**config.mk**
```make
export PLATFORM = sky130hd
export DESIGN_NAME = hash_target_check
export DESIGN_NICKNAME = d
export VERILOG_FILES = /design/src/rtl/mining_pkg.sv /design/src/rtl/word_cmp32.sv /design/src/rtl/hash_target_check.sv
export SDC_FILE = /design/constraint.sdc
export NUM_CORES = 1
export LEC_CHECK = 0
export CAP_MARGIN = 10
export CORE_AREA = 2 2 243 245
export CTS_CLUSTER_SIZE = 25
export DETAILED_ROUTE_END_ITERATION = 6
export DIE_AREA = 0 0 245 247
export PLACE_DENSITY_LB_ADDON = 0.05
export SLEW_MARGIN = 0
export SYNTH_ARGS = -nofsm -noshare
export SYNTH_HDL_FRONTEND = slang
export SYNTH_SLANG_ARGS = --single-unit
```
**constraint.sdc**
```tcl
create_clock -name clk -period 4.05 [get_ports clk]
set_input_delay 0.6075 -clock clk [delete_from_list [all_inputs] [get_ports clk]]
set_output_delay 0.6075 -clock clk [all_outputs]
set_load 0.05 [all_outputs]
```
**src/rtl/mining_pkg.sv**
```systemverilog
`default_nettype none
// ============================================================================
// Module      : mining_pkg
// Description : Shared constants, FSM state type and word-select helper for
//               the mining datapath.
// Revision    : 1.0  initial release
// ============================================================================
package mining_pkg;

    localparam int HASH_WORDS = 8;
    localparam int IDX_W      = $clog2(HASH_WORDS);

    typedef enum logic [1:0] {
        IDLE = 2'd0,
        CMP  = 2'd1,
        DONE = 2'd2
    } state_t;

    // Word idx occupies bits 32*idx+31 : 32*idx of the 256-bit value.
    function automatic logic [31:0] word_sel(input logic [255:0] vec256,
                                             input logic [IDX_W-1:0] idx);
        return vec256[{idx, 5'b00000} +: 32];
    endfunction

endpackage
`default_nettype wire

```
**src/rtl/word_cmp32.sv**
```systemverilog
`default_nettype none
// ============================================================================
// Module      : word_cmp32
// Description : Combinational three-way unsigned compare of two 32-bit words.
// Revision    : 1.0  initial release
// ============================================================================
module word_cmp32 (
    input  logic [31:0] a,
    input  logic [31:0] b,
    output logic        lt,
    output logic        eq,
    output logic        gt
);

    assign lt = (a <  b);
    assign eq = (a == b);
    assign gt = (a >  b);

endmodule
`default_nettype wire

```
**src/rtl/hash_target_check.sv**
```systemverilog
`default_nettype none
// ============================================================================
// Module      : hash_target_check
// Description : Word-serial digest-vs-target comparator (MS word first, early
//               exit) with valid/ready result handshake and statistics.
// Revision    : 1.0  initial release
// ============================================================================
module hash_target_check
    import mining_pkg::*;
#(
    parameter int NONCE_W = 32,
    parameter int HIT_W   = 16
) (
    input  logic               clk,
    input  logic               rst,
    input  logic [255:0]       target_in,
    input  logic               hash_valid,
    output logic               hash_ready,
    input  logic [255:0]       hash_in,
    input  logic [NONCE_W-1:0] nonce_in,
    output logic               result_valid,
    input  logic               result_ready,
    output logic               result_meet,
    output logic [NONCE_W-1:0] result_nonce,
    output logic [31:0]        hashes_checked,
    output logic [HIT_W-1:0]   hits
);

    localparam logic [IDX_W-1:0] c_top_idx = IDX_W'(HASH_WORDS - 1);
    localparam logic [HIT_W-1:0] c_hit_max = {HIT_W{1'b1}};

    state_t             r_state;
    logic [IDX_W-1:0]   r_idx;
    logic [255:0]       r_hash;
    logic [255:0]       r_target;
    logic [NONCE_W-1:0] r_nonce;
    logic               r_meet;
    logic               r_valid;
    logic               r_hash_ready;
    logic [31:0]        r_hashes_checked;
    logic [HIT_W-1:0]   r_hits;

    logic [31:0] w_h_word;
    logic [31:0] w_t_word;
    logic        w_lt;
    logic        w_eq;
    logic        w_gt;

    assign w_h_word = word_sel(r_hash, r_idx);
    assign w_t_word = word_sel(r_target, r_idx);

    word_cmp32 u_word_cmp (
        .a  (w_h_word),
        .b  (w_t_word),
        .lt (w_lt),
        .eq (w_eq),
        .gt (w_gt)
    );

    always_ff @(posedge clk) begin
        if (rst) begin
            r_state          <= IDLE;
            r_idx            <= c_top_idx;
            r_hash           <= '0;
            r_target         <= '0;
            r_nonce          <= '0;
            r_meet           <= 1'b0;
            r_valid          <= 1'b0;
            r_hash_ready     <= 1'b0;
            r_hashes_checked <= '0;
            r_hits           <= '0;
        end else begin
            case (r_state)
                IDLE: begin
                    if (hash_valid && r_hash_ready) begin
                        // Target is snapshotted here so later expander updates
                        // cannot disturb the compare in flight.
                        r_hash           <= hash_in;
                        r_target         <= target_in;
                        r_nonce          <= nonce_in;
                        r_idx            <= c_top_idx;
                        r_hashes_checked <= r_hashes_checked + 32'd1;
                        r_hash_ready     <= 1'b0;
                        r_state          <= CMP;
                    end else begin
                        r_hash_ready     <= 1'b1;
                    end
                end
                CMP: begin
                    if (w_lt || (w_eq && (r_idx == '0))) begin
                        r_meet  <= 1'b1;
                        r_valid <= 1'b1;
                        r_state <= DONE;
                    end else if (w_gt) begin
                        r_meet  <= 1'b0;
                        r_valid <= 1'b1;
                        r_state <= DONE;
                    end else begin
                        r_idx   <= r_idx - 1'b1;
                    end
                end
                DONE: begin
                    if (result_ready) begin
                        r_valid      <= 1'b0;
                        r_hash_ready <= 1'b1;
                        r_state      <= IDLE;
                        if (r_meet && (r_hits != c_hit_max)) begin
                            r_hits <= r_hits + 1'b1;
                        end
                    end
                end
                default: begin
                    r_state <= IDLE;
                end
            endcase
        end
    end

    assign hash_ready     = r_hash_ready;
    assign result_valid   = r_valid;
    assign result_meet    = r_meet;
    assign result_nonce   = r_nonce;
    assign hashes_checked = r_hashes_checked;
    assign hits           = r_hits;

endmodule
`default_nettype wire

```
==> summary.md <==
| Metric | Value |
|---|---|
| #FFs+latches synth | 600 |
| CTS tree | done |
| Netlist cell types | 52 |
| HP Start | r_target[203] |
| CTS root buf | clkbuf_16 |
| Total track usage | 29.2% |
| Die width | 245 um |
| Vias per Instance | 5.39 |
| Period utilisation layout | 91.8% |
| Count leader, synth | nand2_1 |
| Setup TNS | 0 ps |
| GR Overflow Total | 0 |
| Vias in the first global route | 22633 |
| I/O pin total | 631 |
| Post-synth top cells | 1126 x nand2_1, 600 x dfxtp_1, 571 x a21oi_1, 204 x clkbuf_1, 128 x mux4_2 |
| Critical path cell sequence | buf_4 > mux4_2 > mux2_2 > ha_1 > nand4_1 > nor4_2 > and4_1 > nand2_1 > a21oi_2 > nor2_1 > o31ai_1 |
| Least-Margin Pin Slew | 989 ps |
| Crit-path max FO | 20 |
| DP Wirelength | 67900 um |
| Type of the most critical hold path | flip-flop to flip-flop |
| Status | complete, no violations |
| Routed Wire Length | 91100 um |
| Reg clk slew, reported paths | 70 ps |
| Largest net degree at the start of global routing | 213 |
| Clk buf depth | 3 |
| Initial core utilization | 43.7% |
| Pwr/cell area | 494 nW/um^2 |
| Crit Path Class | flip-flop to flip-flop |
| Cts repair resizes | 0 |
| Clock latency on the worst-skew pair | 630 ps |
| CP max stage delay | 560 ps |
| Post-route ant nets | 0 |
| Clock H-tree levels | 2 |
| Worst reg-to-reg setup slack | 330 ps |
| Required time of the worst setup path | 4580 ps |
| Mapped cell area | 25500 um^2 |
| Hold buffers post-CTS | 0 |
| Post-synthesis sequential area ratio | 47.2% |
| R2R Path Start | r_idx[0] |
| CP max stage cell | mux4_2 |
| Mean Syn Cell Area | 8.55 um^2 |
| RSZ-0062 raised after global routing | no |
| Die Area | 60500 um^2 |
| Max Transition Viols Final | 0 |
| Reg-to-reg endpoint | r_state[1] |
| Post-synth top area share | 47.2% |
| Total CTS buffers | 61 |
| Max Clk Rate | 269 MHz |
| Pre-antenna DRT Iters | 5 |
| Post-synth EDFFs | 0 |
| Syn. warnings | 0 |
| VDD IR-drop max | 0.000351 V |
| Top FF cell, synth | dfxtp_1 |
| Synth Instances | 2977 |
| Synth area leaders | dfxtp_1 47%, nand2_1 17%, mux4_2 11%, a21oi_1 11%, clkbuf_1 3.0% |
| Post-CTS setup buffer count | 0 |
| Area growth from synthesis to layout | 34.7% |
| Initial antenna violation count | 5 |
| CP startpoint kind | flip-flop |
| I/O Buffers | 630 |
| Drc violations | 0 |
| Core ar. | 58200 um^2 |
| Vias post-DR | 23120 |
| Final Hold Fails | 0 |
| Leak pwr | 12.4 nW |
| Drt wl/cell | 21.2 um |
| Hold WS | 452 ps |
| Worst Clk Skew | 21.8 ps |
| Slew headroom | 34.1% |
| Layout cells sized above 1 | 8.57% |
| Minimum clock period | 3720 ps |
| Yosys top cell by area | dfxtp_1 |
| Worst setup startpoint | r_idx[0] |
| Max_cap viols | 0 |
| Sink Count | 600 |
| GP Congestion | 0.889 |
| Critical Path End | r_state[1] |
| Async SR Flop Fraction | 0% |
| Final net count | 4056 |
| Die H | 247 um |
| Row cnt | 89 |
| Crit path DAT | 4250 ps |
| Final setup violation count | 0 |
| R2R cell count | 11 |
| Initial DRC count | 1836 |
| Crit path capture type | flip-flop |
| Syn_nets | 3565 |
| First-pass GRT wire length | 135000 um |
==> cells by family after synthesis <==
group / share of synthesized area, %
adders and majority gates: 1.97
AOI/OAI and AO/OA: 12.1
buffers and inverters: 3.66
muxes: 14.1
DFF: 47.2
xor gates and xnor gates: 1.31
and+or+nand+nor: 19.6
==> metrics by stage <==
step	total power (W)	area [um^2]	util, %	cells	worst slack [ps]
3_3_place_gp	0.0112	32200	55.4	4178	458
3_5_place_dp	0.0113	32200	55.4	4178	346
5_1_grt	0.0177	34300	58.9	4290	72.7
2_1_floorplan	0.00964	25500	-	2977	538
4_1_cts	0.0170	34300	58.9	4286	325
6_report	0.0169	34300	58.9	4291	331
==> power breakdown <==
part | internal, W | leakage [nW] | total [W] | switching [W]
clock | 0.00338 | 0.996 | 0.00578 | 0.00239
sequential | 0.00665 | 4.88 | 0.00711 | 0.000452
combinational | 0.00164 | 6.54 | 0.00405 | 0.00241
==> critical path: cells and delay by family (launching register included) <==
family	cells	cell delay (ps)
simple gates	5	1160
mux	2	840
compound gates	2	520
flops	1	400
buf+inv	1	370
fa+ha+maj	1	330
==> layer usage <==
metal	GRT usage, %	vias to the layer above	wire length (um)
met5	0	-	0
met4	12.3	0	3650
met3	3.71	155	5180
met2	48.0	730	43500
met1	38.8	11216	38800
li1	-	11019	-
==> how the worst min path moves through the flow <==
| stage | endpoint | slack, ps | cells after the start |
|---|---|---|---|
| global placement | r_hash[225] | 440 | 2 |
| detailed placement | r_target[203] | 450 | 2 |
| CTS | hash_ready | 430 | 2 |
| finish | r_target[203] | 450 | 2 |
| global route | r_target[178] | 470 | 2 |
| floorplan | r_hash[160] | 430 | 2 |
==> layout make-up <==
type,count,area [um^2]
clock buffer,88,1800
sequential,600,12000
tap,773,967
multi-input combinational,2138,12500
clock inverter,20,245
inverter,12,45.0
timing repair buffer,655,6670
fill,5214,23900
antenna,5,12.5
==> state kept, by name, summed over array words and instances (netlist names) <==
register	flops
r_target	256
r_hash	256
result_nonce	32
result_meet	1
result_valid	1
hits	16
hash_ready	1
r_state	2
r_idx	3
hashes_checked	32
==> cells in the final DEF, fill, tap and decap left out, types with 14 or more instances in the layout <==
cell type        instances
mux4_2                 128
buf_12                  14
mux2_2                  32
mux2i_1                 35
a21oi_1                571
dfxtp_1                597
nor2_1                  51
clkbuf_16               63
nand3_1                 18
clkdlybuf4s50_1        629
ha_1                    40
o21ai_0                 14
xor2_1                  25
nand4_1                 15
nand2_1               1126
(Power assumes the default switching activity.)
